==> config.mk <==
export PLATFORM = sky130hd
export DESIGN_NAME = hd_leakage_accumulator
export DESIGN_NICKNAME = d
export VERILOG_FILES = /design/src/rtl/hd_leakage_accumulator_pkg.sv /design/src/rtl/hd_popcount.sv /design/src/rtl/hd_leakage_accumulator.sv
export SDC_FILE = /design/constraint.sdc
export NUM_CORES = 1
export LEC_CHECK = 0
export CORE_MARGIN = 8
export CORE_UTILIZATION = 49
export CTS_CLUSTER_SIZE = 30
export DETAILED_ROUTE_END_ITERATION = 6
export PLACE_DENSITY = 0.77
export SLEW_MARGIN = 20
export SYNTH_ARGS = -nofsm -noshare
export SYNTH_HDL_FRONTEND = slang
export SYNTH_SLANG_ARGS = --single-unit
==> constraint.sdc <==
create_clock -name clk -period 5.9 [get_ports clk]
set_clock_uncertainty 0.15 [all_clocks]
set_input_delay 0.59 -clock clk [delete_from_list [all_inputs] [get_ports clk]]
set_output_delay 0.59 -clock clk [all_outputs]
set_load 0.01 [all_outputs]
==> src/rtl/hd_leakage_accumulator_pkg.sv <==
// Shared types and default widths for the Hamming-distance leakage accumulator.
// ACC_MAX is the saturation ceiling for the default accumulator width.
package hd_leakage_accumulator_pkg;

   typedef enum logic [1:0] {
      IDLE  = 2'd0,
      ACCUM = 2'd1,
      DONE  = 2'd2
   } state_t;

   localparam int DATA_W    = 4;
   localparam int SUM_W     = DATA_W + 1;
   localparam int HD_W      = 4;
   localparam int ACC_W_DEF = 16;

   localparam logic [ACC_W_DEF-1:0] ACC_MAX = {ACC_W_DEF{1'b1}};

endpackage

==> src/rtl/hd_popcount.sv <==
// Combinational population count of a W-bit vector.
module hd_popcount #(
   parameter int W     = 4,
   parameter int CNT_W = $clog2(W + 1)
) (
   input  logic [W-1:0]     bits,
   output logic [CNT_W-1:0] count
);

   always_comb begin
      count = '0;
      for (int i = 0; i < W; i++) begin
         count = count + CNT_W'(bits[i]);
      end
   end

endmodule

==> src/rtl/hd_leakage_accumulator.sv <==
// Per-sample Hamming-distance power estimate, accumulated and peak-tracked
// over a fixed-length trace; result handed off on a valid/ready port.
//
// state | meaning
// IDLE  | waiting for start; no samples accepted
// ACCUM | accepting samples, accumulating distance and peak
// DONE  | result presented on out_*, waiting for out_ready
module hd_leakage_accumulator
   import hd_leakage_accumulator_pkg::*;
#(
   parameter int TRACE_LEN = 16,
   parameter int ACC_W     = ACC_W_DEF
) (
   input  logic              clk,
   input  logic              rst_n,
   input  logic              start,
   input  logic              in_valid,
   output logic              in_ready,
   input  logic [DATA_W-1:0] enca,
   input  logic [SUM_W-1:0]  sum,
   output logic              sample_valid,
   output logic [HD_W-1:0]   sample_hd,
   output logic              busy,
   output logic              out_valid,
   input  logic              out_ready,
   output logic [ACC_W-1:0]  out_total,
   output logic [HD_W-1:0]   out_peak
);

   localparam int CNT_W  = (TRACE_LEN > 1) ? $clog2(TRACE_LEN) : 1;
   localparam int PCA_W  = $clog2(DATA_W + 1);
   localparam int PCS_W  = $clog2(SUM_W + 1);
   localparam int ACC_W1 = ACC_W + 1;
   localparam logic [ACC_W-1:0] ACC_SAT = {ACC_W{1'b1}};

   state_t             state, state_nxt;
   logic [DATA_W-1:0]  prev_enca;
   logic [SUM_W-1:0]   prev_sum;
   logic [ACC_W-1:0]   acc, acc_nxt;
   logic [ACC_W1-1:0]  acc_wide;
   logic [HD_W-1:0]    peak, peak_nxt, hd;
   logic [CNT_W-1:0]   count;
   logic [PCA_W-1:0]   pc_a;
   logic [PCS_W-1:0]   pc_s;
   logic               accept, last;

   hd_popcount #(.W(DATA_W)) u_pc_enca (
      .bits  (enca ^ prev_enca),
      .count (pc_a)
   );

   hd_popcount #(.W(SUM_W)) u_pc_sum (
      .bits  (sum ^ prev_sum),
      .count (pc_s)
   );

   assign hd       = HD_W'(pc_a) + HD_W'(pc_s);
   assign acc_wide = {1'b0, acc} + ACC_W1'(hd);
   assign acc_nxt  = acc_wide[ACC_W] ? ACC_SAT : acc_wide[ACC_W-1:0];
   assign peak_nxt = (hd > peak) ? hd : peak;
   assign last     = (count == CNT_W'(TRACE_LEN - 1));
   assign accept   = in_valid & in_ready;

   always_ff @(posedge clk or negedge rst_n) begin
      if (!rst_n) begin
         state <= IDLE;
      end else begin
         state <= state_nxt;
      end
   end

   always_comb begin
      state_nxt = state;
      in_ready  = 1'b0;
      out_valid = 1'b0;
      busy      = 1'b1;
      case (state)
         IDLE: begin
            busy = 1'b0;
            if (start) state_nxt = ACCUM;
         end
         ACCUM: begin
            in_ready = 1'b1;
            if (in_valid && last) state_nxt = DONE;
         end
         DONE: begin
            out_valid = 1'b1;
            if (out_ready) state_nxt = IDLE;
         end
         default: state_nxt = IDLE;
      endcase
   end

   always_ff @(posedge clk or negedge rst_n) begin
      if (!rst_n) begin
         prev_enca    <= '0;
         prev_sum     <= '0;
         acc          <= '0;
         peak         <= '0;
         count        <= '0;
         sample_valid <= 1'b0;
         sample_hd    <= '0;
         out_total    <= '0;
         out_peak     <= '0;
      end else begin
         sample_valid <= accept;
         if (state == IDLE && start) begin
            prev_enca <= '0;
            prev_sum  <= '0;
            acc       <= '0;
            peak      <= '0;
            count     <= '0;
         end
         if (accept) begin
            sample_hd <= hd;
            prev_enca <= enca;
            prev_sum  <= sum;
            acc       <= acc_nxt;
            peak      <= peak_nxt;
            count     <= last ? '0 : count + CNT_W'(1);
            // final sample is folded into the reported result on the same edge
            if (last) begin
               out_total <= acc_nxt;
               out_peak  <= peak_nxt;
            end
         end
      end
   end

endmodule

==> results.txt <==
The setup path with the least slack is of type in2reg. The run gives 9450 µm² as the area enclosed by the die boundary. For the cell area after layout, the log shows 3850 µm². In the final routed layout, each cell accounts on average for 16.0 µm.

The run gives 0.161 as the clock network fraction of design power. The die is 97.2 µm tall. After the last flow step, the layout net total stands at 406. The path class of the tightest hold or removal check is in2async.

The clock slew seen by the registers of the worst setup and hold paths is 0.06 ns. Summed over all nets, the switching power comes to 0.789 mW. Along the worst path, the maximum fanout reaches 9. Hold repair after CTS inserted 0 buffers.

Gates resized during post-CTS repair numbered 0. Summing all flip-flop and latch instances after layout gives 1500 µm². The cell sitting at the root of the clock tree is a sky130_fd_sc_hd__clkbuf_8. The placement-stage cell area was 3680 µm². For the placeable core region, the log shows 6350 µm². The tools report the remaining antenna violation count after routing as 0. The fraction of layout cells with a size suffix above 1 is 0.0718. The logs give 0.509 for the effective utilization at floorplan and 0 for the final setup violation count.

The sum of routed wire length over all layers is 7240 µm. For the pin with the worst max-slew slack, the measured transition is 0.902 ns. The die is 97.2 µm wide. Data on the critical path is required at its endpoint by 6.00 ns. Max-cap violations in this run came to 0. After legalization and detailed placement, the total HPWL measured 4950 µm.

In this run, synthesis inferred 0 flip-flops with an integrated enable. 42 I/O pins were placed. In the routed design, unresolved DRC markers number 0.

Relative to the synthesized area, the layout overhead comes to 19.1%. For the count of cell types in the netlist, the log shows 44. The logs give 0 for the number of endpoints with negative hold slack in the final report and 1.15 mW for the internal power. The run gives 0.162 as the global router's overall resource usage. Number of setup buffers added after CTS: 0.

Among all flip-flop cells after synthesis, the most frequent one is sky130_fd_sc_hd__dfrtp_1. The worst register-to-register path begins at prev_sum[0]. After filler insertion, the fill cell instance count of the layout stands at 539. Yosys printed 0 warnings. The number of antenna violations at the first check in global routing came out at 0. The final cell utilization of the core was 0.606. A synthesized cell averages 9.76 µm².

The run gives 3230 µm² as the post-synthesis instance area. Timing would allow up to 199 MHz. TritonCTS built the clock tree. The fraction of synthesis flops using an asynchronous set or reset pin came out at 1.00. The first global-routing pass estimated 12800 µm of wire. For the largest vdd supply drop, the log shows 0.285 mV.

The placer congestion estimate came out at 0.852. The via count of the first global-routing pass was 2622. The leftover overflow at the end of global routing is 0, and the clock sink total is 60.

For the proportion of synthesized chip area in sequential cells, the log shows 0.465. The violation count after the first detailed-route iteration is 101. The fraction of the cycle the final worst path needs was 0.853; the number of clock buffers inserted by TritonCTS was 9. The power share of the sequential group came out at 0.295.

The count of TritonRoute iterations in the first routing pass was 4; the areal power density over the cells was 505 nW/µm². The worst-case headroom to the max-slew limit came out at 0.397. The tools report the type of destination of the critical path as a register.

After floorplanning, the core was divided into 29 placement rows. Entering global routing, the biggest net connects 61 pins. The leakage power is 1.80 nW.

In the final layout, the multi-input gates occupy 1610 µm². The launch point of the critical path is sum[0]. Counting every instance in the synthesized netlist gives 331. The H-tree generated during clock tree synthesis spans 3 levels. The average vias per placed instance came out at 5.69.

The post-route setup TNS came out at 0 ns. The final antenna diode count was 0. At the later pin of the worst-skew pair, clock insertion delay measures 0.33 ns. Combinational fraction of design power: 0.543.

Counting every net in the synthesized netlist gives 366. The final-report max-slew violation count is 0, and the count of input and output buffers is 41. The clock tree buffer depth was 2. Setup repair after global routing left no endpoint under its margin.

The number of register bits inferred by synthesis was 60. The flow ran to the end, and the final reports show no timing, DRC or antenna violations. The minimum clock period is 5.03 ns, and the data arrival time of the critical path is 5.14 ns. Switching power share of the total: 0.406.

The total vias in the final route was 2578. STA classifies the critical path startpoint as an input pin.
-- flip-flops by register name (all words and copies together) (netlist names) --
register      flops
out_peak          4
prev_sum          5
peak              4
count             4
acc              16
sample_valid      1
sample_hd         4
prev_enca         4
state             2
out_total        16
-- path summary, 6_finish.rpt --
kind / end / slack (ns) / cells after the start
setup / recovery: out_total[13] / 0.87 / 14
hold / removal: prev_enca[2] / 0.24 / 2
setup reg to reg: out_total[13] / 1.16 / 13
hold reg to reg: out_total[12] / 0.32 / 2
max in group asynchronous: prev_enca[1] / 4.82 / 2
min in group clk: out_total[12] / 0.32 / 2
-- cells in the final DEF, fill, tap and decap left out, types with 2 or more instances in the layout --
cell	netlist	layout
sky130_fd_sc_hd__dfrtp_1	60	60
sky130_fd_sc_hd__nand2_1	41	41
sky130_fd_sc_hd__clkdlybuf4s50_1	0	40
sky130_fd_sc_hd__o21ai_0	34	34
sky130_fd_sc_hd__nor2_1	20	19
sky130_fd_sc_hd__a21oi_1	19	19
sky130_fd_sc_hd__a22o_1	17	17
sky130_fd_sc_hd__ha_1	16	16
sky130_fd_sc_hd__xor2_1	15	15
sky130_fd_sc_hd__inv_1	15	15
sky130_fd_sc_hd__a21o_1	11	11
sky130_fd_sc_hd__clkbuf_8	0	10
sky130_fd_sc_hd__a31oi_1	8	8
sky130_fd_sc_hd__nand3_1	6	6
sky130_fd_sc_hd__nand2b_1	5	5
sky130_fd_sc_hd__nand4_1	5	5
sky130_fd_sc_hd__mux2i_1	5	5
sky130_fd_sc_hd__fa_1	5	5
sky130_fd_sc_hd__clkbuf_1	10	4
sky130_fd_sc_hd__xnor2_1	3	3
sky130_fd_sc_hd__and2_1	3	3
sky130_fd_sc_hd__o22ai_1	3	3
sky130_fd_sc_hd__o21ai_1	3	3
sky130_fd_sc_hd__or3_1	2	2
sky130_fd_sc_hd__nor2_2	1	2
sky130_fd_sc_hd__o2bb2ai_1	2	2
sky130_fd_sc_hd__clkinv_2	0	2
sky130_fd_sc_hd__buf_4	0	2
-- kinds of logic after synthesis --
group	after synthesis	share of synthesized area
flip-flops	60	0.465
AND/OR/NAND/NOR	93	0.137
AO/OA/AOI/OAI	104	0.203
multiplexers	5	0.0155
XOR/XNOR	18	0.0488
buffers and inverters	30	0.0383
adder cells (fa/ha/maj)	21	0.0929
-- routing by layer --
| metal | share of wire | GRT usage |
|---|---|---|
| met1 | 0.46 | 0.202 |
| met2 | 0.47 | 0.257 |
| met3 | 0.053 | 0.0384 |
| met4 | 0.020 | 0.0781 |
| met5 | 0 | 0 |
-- cells in the mapped netlist, types with 2 or more instances --
| cell | instances | area share |
|---|---|---|
| sky130_fd_sc_hd__a31oi_1 | 8 | 0.015 |
| sky130_fd_sc_hd__nor2_1 | 20 | 0.023 |
| sky130_fd_sc_hd__a21oi_1 | 19 | 0.029 |
| sky130_fd_sc_hd__o2bb2ai_1 | 2 | 0.0054 |
| sky130_fd_sc_hd__a21o_1 | 11 | 0.026 |
| sky130_fd_sc_hd__o21ai_1 | 3 | 0.0046 |
| sky130_fd_sc_hd__ha_1 | 16 | 0.062 |
| sky130_fd_sc_hd__inv_1 | 15 | 0.017 |
| sky130_fd_sc_hd__nand4_1 | 5 | 0.0097 |
| sky130_fd_sc_hd__buf_2 | 3 | 0.0046 |
| sky130_fd_sc_hd__xnor2_1 | 3 | 0.0081 |
| sky130_fd_sc_hd__dfrtp_1 | 60 | 0.46 |
| sky130_fd_sc_hd__o21ai_0 | 34 | 0.053 |
| sky130_fd_sc_hd__a22o_1 | 17 | 0.046 |
| sky130_fd_sc_hd__nand2b_1 | 5 | 0.0097 |
| sky130_fd_sc_hd__or3_1 | 2 | 0.0039 |
| sky130_fd_sc_hd__nand2_1 | 41 | 0.048 |
| sky130_fd_sc_hd__fa_1 | 5 | 0.031 |
| sky130_fd_sc_hd__o22ai_1 | 3 | 0.0058 |
| sky130_fd_sc_hd__clkbuf_1 | 10 | 0.012 |
| sky130_fd_sc_hd__mux2i_1 | 5 | 0.015 |
| sky130_fd_sc_hd__nand3_1 | 6 | 0.0093 |
| sky130_fd_sc_hd__xor2_1 | 15 | 0.041 |
| sky130_fd_sc_hd__and2_1 | 3 | 0.0058 |
-- power by group through the flow --
stage	Sequential, mW	Clock, mW	Combinational, mW
3_3_place_gp	0.578	0	1.02
6_report	0.574	0.314	1.06
3_5_place_dp	0.581	0	1.05
4_1_cts	0.575	0.322	1.06
2_1_floorplan	0.586	0	0.754
5_1_grt	0.589	0.343	1.20
-- stage by stage --
step,setup WS (ns),hold WS [ns],power [mW],instances
2_1_floorplan,1.27,0.144,1.34,331
3_3_place_gp,0.612,0.309,1.60,437
3_5_place_dp,0.544,0.313,1.63,437
4_1_cts,0.864,0.291,1.96,453
5_1_grt,0.626,0.319,2.13,453
6_report,0.865,0.241,1.94,453
-- final cells by class --
cell class,instances,area share
Clock inverter,2,0.00260
Multi-Input combinational cell,241,0.418
Sequential cell,60,0.390
Clock buffer,14,0.0396
Tap cell,77,0.0250
Inverter,16,0.0156
Timing Repair Buffer,43,0.109
-- critical path, cell delays in order --
cell and delay (ns):
sky130_fd_sc_hd__clkdlybuf4s50_1 0.49, sky130_fd_sc_hd__xor2_1 0.16, sky130_fd_sc_hd__ha_1 0.26, sky130_fd_sc_hd__fa_1 0.48, sky130_fd_sc_hd__ha_1 0.22, sky130_fd_sc_hd__fa_1 0.49
sky130_fd_sc_hd__fa_1 0.63, sky130_fd_sc_hd__inv_1 0.09, sky130_fd_sc_hd__fa_1 0.38, sky130_fd_sc_hd__nand2b_1 0.21, sky130_fd_sc_hd__a21o_1 0.23, sky130_fd_sc_hd__or3_1 0.54
sky130_fd_sc_hd__and3_1 0.23, sky130_fd_sc_hd__o21ai_1 0.14
Power figures use the tool's default switching activity.
